--- src/rtl/lsr_sequencer_if.sv ---
// ---------------------------------------------------------------------------
// lsr_sequencer_if
// Command/response bundle between the ALSU front-end and lsr_sequencer.
//   req0_* / req1_* : two command channels (valid/ready, A, B, sel, count)
//   rsp_*           : registered result channel (valid/ready, id, data)
// Modports:
//   master : front-end side (drives commands, consumes responses)
//   slave  : sequencer side
// ---------------------------------------------------------------------------
interface lsr_sequencer_if #(
  parameter int WIDTH = 4,
  parameter int CNT_W = 3
);
  logic             req0_valid;
  logic             req0_ready;
  logic [WIDTH-1:0] req0_a;
  logic [WIDTH-1:0] req0_b;
  logic [2:0]       req0_sel;
  logic [CNT_W-1:0] req0_cnt;

  logic             req1_valid;
  logic             req1_ready;
  logic [WIDTH-1:0] req1_a;
  logic [WIDTH-1:0] req1_b;
  logic [2:0]       req1_sel;
  logic [CNT_W-1:0] req1_cnt;

  logic             rsp_valid;
  logic             rsp_ready;
  logic             rsp_id;
  logic [WIDTH-1:0] rsp_data;

  modport master (
    output req0_valid, req0_a, req0_b, req0_sel, req0_cnt,
    input  req0_ready,
    output req1_valid, req1_a, req1_b, req1_sel, req1_cnt,
    input  req1_ready,
    input  rsp_valid, rsp_id, rsp_data,
    output rsp_ready
  );

  modport slave (
    input  req0_valid, req0_a, req0_b, req0_sel, req0_cnt,
    output req0_ready,
    input  req1_valid, req1_a, req1_b, req1_sel, req1_cnt,
    output req1_ready,
    output rsp_valid, rsp_id, rsp_data,
    input  rsp_ready
  );
endinterface

--- src/rtl/lsr_sequencer.sv ---
// ---------------------------------------------------------------------------
// lsr_sequencer
// Arbitrates two command channels and applies the selected logic/shift/rotate
// operation 'cnt' times, feeding each datapath result back as the next A.
// The final value is returned on a registered valid/ready response.
//
// Ports:
//   clk, rst_n : clock, asynchronous active-low reset
//   bus        : lsr_sequencer_if.slave (commands in, response out)
//   busy       : high whenever the FSM is not IDLE
//   lsr_a/b    : datapath operands (accumulator / captured B)
//   lsr_sel    : datapath operation select (captured sel)
//   lsr_out    : combinational datapath result
//
// Configuration macro:
//   LSR_SEQ_RR_ARB_EN : round-robin arbitration between channels;
//                       undefined gives fixed priority to channel 0.
// ---------------------------------------------------------------------------
module lsr_sequencer #(
  parameter int WIDTH = 4,
  parameter int CNT_W = 3
) (
  input  logic              clk,
  input  logic              rst_n,
  lsr_sequencer_if.slave    bus,
  output logic              busy,
  output logic [WIDTH-1:0]  lsr_a,
  output logic [WIDTH-1:0]  lsr_b,
  output logic [2:0]        lsr_sel,
  input  logic [WIDTH-1:0]  lsr_out
);

  typedef enum logic [1:0] {
    IDLE = 2'd0,
    EXEC = 2'd1,
    RESP = 2'd2
  } state_t;

  state_t           state;
  state_t           state_next;

  logic [WIDTH-1:0] acc;
  logic [WIDTH-1:0] b_q;
  logic [2:0]       sel_q;
  logic [CNT_W-1:0] remaining;
  logic             id_q;

  logic             any_valid;
  logic             grant_id;
  logic             accept;

  logic [WIDTH-1:0] pick_a;
  logic [WIDTH-1:0] pick_b;
  logic [2:0]       pick_sel;
  logic [CNT_W-1:0] pick_cnt;

  assign any_valid = bus.req0_valid | bus.req1_valid;
  assign accept    = (state == IDLE) && any_valid;

  // -------------------------------------------------------------------------
  // Arbitration
  // -------------------------------------------------------------------------
`ifdef LSR_SEQ_RR_ARB_EN
  // rr_ptr names the channel that wins a tie; it moves to the other channel
  // after every accept, so a channel never wins two ties in a row.
  logic rr_ptr;

  always_comb begin
    // NOTE: every signal assigned in always_comb gets a default first so no
    // path leaves it unassigned and no latch is inferred.
    grant_id = 1'b0;
    if (bus.req0_valid && bus.req1_valid) grant_id = rr_ptr;
    else                                  grant_id = !bus.req0_valid;
  end

  always_ff @(posedge clk or negedge rst_n) begin
    if (!rst_n)      rr_ptr <= 1'b0;
    else if (accept) rr_ptr <= ~grant_id;
  end
`else
  // Channel 0 always wins; channel 1 only when channel 0 is idle.
  always_comb begin
    // NOTE: every signal assigned in always_comb gets a default first so no
    // path leaves it unassigned and no latch is inferred.
    grant_id = 1'b0;
    if (!bus.req0_valid) grant_id = 1'b1;
  end
`endif

  assign pick_a   = grant_id ? bus.req1_a   : bus.req0_a;
  assign pick_b   = grant_id ? bus.req1_b   : bus.req0_b;
  assign pick_sel = grant_id ? bus.req1_sel : bus.req0_sel;
  assign pick_cnt = grant_id ? bus.req1_cnt : bus.req0_cnt;

  // -------------------------------------------------------------------------
  // FSM: state register
  // -------------------------------------------------------------------------
  always_ff @(posedge clk or negedge rst_n) begin
    // NOTE: sequential state uses non-blocking (<=) so every register samples
    // the pre-edge values, independent of statement order.
    if (!rst_n) state <= IDLE;
    else        state <= state_next;
  end

  // -------------------------------------------------------------------------
  // FSM: next-state logic
  // -------------------------------------------------------------------------
  always_comb begin
    state_next = state;
    unique case (state)
      IDLE: if (accept)
              state_next = (pick_cnt == '0) ? RESP : EXEC;
      EXEC: if (remaining == CNT_W'(1))
              state_next = RESP;
      RESP: if (bus.rsp_ready)
              state_next = IDLE;
      default: state_next = IDLE;
    endcase
  end

  // -------------------------------------------------------------------------
  // FSM: outputs
  // -------------------------------------------------------------------------
  always_comb begin
    busy           = 1'b0;
    bus.rsp_valid  = 1'b0;
    bus.req0_ready = 1'b0;
    bus.req1_ready = 1'b0;
    unique case (state)
      IDLE: begin
        bus.req0_ready = any_valid && !grant_id;
        bus.req1_ready = any_valid &&  grant_id;
      end
      EXEC: busy = 1'b1;
      RESP: begin
        busy          = 1'b1;
        bus.rsp_valid = 1'b1;
      end
      default: ;
    endcase
  end

  // -------------------------------------------------------------------------
  // Command capture and iteration
  // -------------------------------------------------------------------------
  always_ff @(posedge clk or negedge rst_n) begin
    if (!rst_n) begin
      acc       <= '0;
      b_q       <= '0;
      sel_q     <= '0;
      remaining <= '0;
      id_q      <= 1'b0;
    end else begin
      unique case (state)
        IDLE: if (accept) begin
          acc       <= pick_a;
          b_q       <= pick_b;
          sel_q     <= pick_sel;
          remaining <= pick_cnt;
          id_q      <= grant_id;
        end
        // EXEC is entered only with remaining >= 1 and left at 1, so the
        // decrement never wraps.
        EXEC: begin
          acc       <= lsr_out;
          remaining <= remaining - CNT_W'(1);
        end
        default: ;
      endcase
    end
  end

  // Datapath and response are driven straight from registers: no
  // combinational path from req* reaches lsr_* or rsp_*.
  assign lsr_a        = acc;
  assign lsr_b        = b_q;
  assign lsr_sel      = sel_q;
  assign bus.rsp_data = acc;
  assign bus.rsp_id   = id_q;

endmodule

--- src/flat_wrapper.sv ---
// flat-port wrapper written by rule: the top's interface ports become plain ports
module lsr_sequencer_flat 
#(
  parameter int WIDTH = 4,
  parameter int CNT_W = 3
)
  (clk, rst_n, busy, lsr_a, lsr_b, lsr_sel, lsr_out, bus_req0_valid, bus_req0_a, bus_req0_b, bus_req0_sel, bus_req0_cnt, bus_req0_ready, bus_req1_valid, bus_req1_a, bus_req1_b, bus_req1_sel, bus_req1_cnt, bus_req1_ready, bus_rsp_valid, bus_rsp_id, bus_rsp_data, bus_rsp_ready);
  lsr_sequencer_if #(.WIDTH(WIDTH), .CNT_W(CNT_W)) bus_i ();
  input  logic clk;
  input  logic rst_n;
  output logic busy;
  output logic [WIDTH-1:0] lsr_a;
  output logic [WIDTH-1:0] lsr_b;
  output logic [2:0] lsr_sel;
  input  logic [WIDTH-1:0] lsr_out;
  input wire logic [$bits(bus_i.req0_valid)-1:0] bus_req0_valid;
  input wire logic [$bits(bus_i.req0_a)-1:0] bus_req0_a;
  input wire logic [$bits(bus_i.req0_b)-1:0] bus_req0_b;
  input wire logic [$bits(bus_i.req0_sel)-1:0] bus_req0_sel;
  input wire logic [$bits(bus_i.req0_cnt)-1:0] bus_req0_cnt;
  output wire logic [$bits(bus_i.req0_ready)-1:0] bus_req0_ready;
  input wire logic [$bits(bus_i.req1_valid)-1:0] bus_req1_valid;
  input wire logic [$bits(bus_i.req1_a)-1:0] bus_req1_a;
  input wire logic [$bits(bus_i.req1_b)-1:0] bus_req1_b;
  input wire logic [$bits(bus_i.req1_sel)-1:0] bus_req1_sel;
  input wire logic [$bits(bus_i.req1_cnt)-1:0] bus_req1_cnt;
  output wire logic [$bits(bus_i.req1_ready)-1:0] bus_req1_ready;
  output wire logic [$bits(bus_i.rsp_valid)-1:0] bus_rsp_valid;
  output wire logic [$bits(bus_i.rsp_id)-1:0] bus_rsp_id;
  output wire logic [$bits(bus_i.rsp_data)-1:0] bus_rsp_data;
  input wire logic [$bits(bus_i.rsp_ready)-1:0] bus_rsp_ready;
  assign bus_i.req0_valid = bus_req0_valid;
  assign bus_i.req0_a = bus_req0_a;
  assign bus_i.req0_b = bus_req0_b;
  assign bus_i.req0_sel = bus_req0_sel;
  assign bus_i.req0_cnt = bus_req0_cnt;
  assign bus_req0_ready = bus_i.req0_ready;
  assign bus_i.req1_valid = bus_req1_valid;
  assign bus_i.req1_a = bus_req1_a;
  assign bus_i.req1_b = bus_req1_b;
  assign bus_i.req1_sel = bus_req1_sel;
  assign bus_i.req1_cnt = bus_req1_cnt;
  assign bus_req1_ready = bus_i.req1_ready;
  assign bus_rsp_valid = bus_i.rsp_valid;
  assign bus_rsp_id = bus_i.rsp_id;
  assign bus_rsp_data = bus_i.rsp_data;
  assign bus_i.rsp_ready = bus_rsp_ready;
  lsr_sequencer #(.WIDTH(WIDTH), .CNT_W(CNT_W)) u_core (.clk(clk), .rst_n(rst_n), .bus(bus_i), .busy(busy), .lsr_a(lsr_a), .lsr_b(lsr_b), .lsr_sel(lsr_sel), .lsr_out(lsr_out));
endmodule
--- config.mk ---
export PLATFORM = sky130hd
export DESIGN_NAME = lsr_sequencer_flat
export DESIGN_NICKNAME = d
export VERILOG_FILES = /design/src/rtl/lsr_sequencer_if.sv /design/src/rtl/lsr_sequencer.sv /design/src/flat_wrapper.sv
export SDC_FILE = /design/constraint.sdc
export NUM_CORES = 1
export LEC_CHECK = 0
export ABC_AREA = 1
export BUFFER_PORTS_ARGS = -buffer_cell sky130_fd_sc_hd__buf_2
export CELL_PAD_IN_SITES_DETAIL_PLACEMENT = 0
export CELL_PAD_IN_SITES_GLOBAL_PLACEMENT = 1
export CORE_UTILIZATION = 30
export DETAILED_ROUTE_END_ITERATION = 8
export PLACE_DENSITY = 0.79
export SYNTH_ARGS = -nofsm -noshare
export SYNTH_HDL_FRONTEND = slang
export SYNTH_SLANG_ARGS = --single-unit
--- constraint.sdc ---
create_clock -name clk -period 1.8 [get_ports clk]
set_input_delay 0.36 -clock clk [delete_from_list [all_inputs] [get_ports clk]]
set_output_delay 0.36 -clock clk [all_outputs]
set_load 0.02 [all_outputs]
==> flow_summary.toml <==
[yosys]
ys_seq_area_share_pct = 38.64
yosysWarnings = 0
synth_top_cell_area_share_pct = 38.64
syn_avg_cell_area_sq_um = 7.150
syn_area_sq_mm = 0.001101
yosysUniqueCellTypes = 20
synth.area.top_cells = "dfrtp_1 (39%), nand2_1 (20%), inv_1 (5.8%)"
synth_seq_cells = 17
synthCells = 154
synth_largest_area_cell = "dfrtp_1"
syn-num-nets = 196

[sta]
rsz0062_at_grt = "no"
hold_viol_final = 0
period_needed_ps = 1703
maxSlewHeadroom_pct = 67.07
clock_skew_ps = 7.566
maxSlewViolCount = 0
setup_viol = 0
tightest_slew_ps = 493.8
max_clock_freq_mhz = 587.2
fin_crit_sh_pct = 94.61
setup_tns_ps = 0

[placed_design]
place_hpwl_um = 2088
gp_congestion = 0.7645
portBuffers = 56
placed_cells = 248

[global_route]
grt_pass1_vias = 989
antenna_found_initial = 0
grt_use_total_pct = 13.69
grt_max_degree = 18
grt_pass1_wl_um = 4264
grt_overflow = 0

[worst_setup_path]
worstPathArrival_ps = 1340
rrSetupSlack_ps = 310
r2r_start = "u_core.state[0]"
critPathRequiredTime_ps = 1440
crit_start = "u_core.state[0]"
end_kind = "primary output"
path_class = "reg2out"
startpoint_type = "register"
path_max_fanout = 4

[worst_hold_path]
hp-start = "bus_req1_sel[1]"
hp-class = "in2reg"

[drt]
drc_errors = 0
finalWirelength_um = 2649
postRouteAntennaNets = 0
first_pass_iters = 4
first_iter_violations = 27
vias_per_cell = 4.283
vias = 1088
wire_per_inst_um = 10.43

[floorplanning]
io_pins = 57
die_h_um = 62.58
dieWidth_um = 62.58
fp-row-count = 21
die-area_sq_mm = 0.003916
start_util_pct = 32.23
core_sq_mm = 0.003416

[cts]
cts_made_buffers = 3
clkLatencyLatePin_ps = 290
cts-root-buf = "clkbuf_4"
cts_tree = "yes"
clk_pin_slew_ps = 110
clock_sinks = 17
htreeDepth = 1
clockBufferDepth = 2

[run]
drv_cap = 0

[pwr]
p_per_area_mw_per_mm2 = 1597
peakVddDrop_mv = 0.8781
p_leak_nw = 0.8269

[layout]
instances_no_fill = 254
layout-drive-gt1-share_pct = 34.13
postLayoutCoreUtil_pct = 41.90
synthToLayoutAreaGrowth_pct = 30.00
diodes = 0
finish.net_count = 251

[outcome]
status = "finished clean"
==> area by class of cell <==
type / count / area, sq um
clock inverter: 1 / 5.005
timing repair buffer: 60 / 315.3
multi-input combinational: 110 / 541.8
clock buffer: 3 / 22.52
tap: 46 / 57.56
sequential: 17 / 425.4
inverter: 17 / 63.81
fill: 402 / 1984
==> logic make-up (layout without fill, tap and decap cells) <==
kind of cell	count (synthesis)	after routing	share of synthesized area, %
DFF	17	17	38.64
buffers and inverters	27	81	13.52
and+or+nand+nor	89	89	33.41
xor gates and xnor gates	1	1	0.7956
adders and majority gates	5	5	5.682
AOI/OAI and AO/OA	15	15	7.953
==> timing repair <==
item,in CTS,in global routing
cloned,0,0
endpoints found under the hold margin,17,0
endpoints found under the setup margin,1,1
gates resized for setup,4,1
setup buffers,0,1
hold buffers,1,0
==> state kept, by name, summed over array words and instances, names as in the netlist <==
| name | count |
|---|---|
| u_core.remaining | 3 |
| u_core.lsr_sel | 3 |
| u_core.bus.rsp_data | 4 |
| u_core.bus.rsp_id | 1 |
| u_core.state | 2 |
| u_core.lsr_b | 4 |
==> where the power goes <==
part | total [W] | internal (W) | switching [W]
sequential | 0.000696 | 0.000578 | 0.000118
combinational | 0.00138 | 0.000499 | 0.000884
clock | 0.000207 | 0.0000826 | 0.000124
==> critical path: stages, from the launching register on <==
cell	delay [ps]
dfrtp_1	420
inv_2	90
ha_4	160
nand2_1	110
nor2_2	120
buf_4	150
==> synth_stat cells <==
cell	count
inv_1	17
xnor2_1	1
nor2_4	1
nand2_2	2
nand4_1	1
dfrtp_1	17
buf_8	1
nor2_1	16
o21ai_2	1
nand2_1	59
buf_4	5
a31oi_1	7
a21oi_1	1
buf_2	2
ha_1	5
nand3_1	9
buf_6	2
o21ai_0	5
nand2_4	1
o21ai_1	1
==> routing by layer <==
metal	up-vias	track usage [%]	part of all wire (%)
li1	585	-	-
met1	473	17.18	48
met2	28	24.18	47
met3	2	3.285	4.3
met4	0	1.744	0.60
met5	-	0	0
==> placed cells by master (no fill, tap or decap) <==
master,Yosys,layout
a21oi_1,1,1
a31oi_1,7,7
buf_2,2,55
buf_4,5,4
clkbuf_4,0,3
clkinv_2,0,1
dfrtp_1,17,17
dlygate4sd3_1,0,1
ha_1,5,4
ha_4,0,1
inv_1,17,16
inv_2,0,1
nand2_1,59,59
nand2_2,2,2
nand2_4,1,1
nand3_1,9,9
nand4_1,1,1
nor2_1,16,15
nor2_2,0,1
nor2_4,1,1
o21ai_0,5,5
o21ai_1,1,1
o21ai_2,1,1
xnor2_1,1,1
==> per-stage QoR <==
step / hold WS, ps / power [W] / area (sq um) / setup slack, ps
6_report: 314.4 / 0.002286 / 1431 / 96.94
2_1_floorplan: 64.41 / 0.001786 / 1101 / 301.5
5_1_grt: 305.1 / 0.002509 / 1431 / 1.186
3_5_place_dp: 316.4 / 0.002047 / 1369 / 246.4
3_3_place_gp: 309.9 / 0.002036 / 1369 / 286.3
4_1_cts: 305.5 / 0.002301 / 1424 / 26.41
==> worst paths after layout <==
kind,cells after the start,endpoint
worst min-delay path,3,u_core.lsr_sel[1]
max in group asynchronous,2,u_core.state[1]
worst max register to register,5,u_core.remaining[2]
worst min register to register,2,u_core.remaining[1]
min in group asynchronous,2,u_core.lsr_b[3]
worst max-delay path,5,bus_req1_ready
No activity file was read; power rests on OpenSTA's default activity.
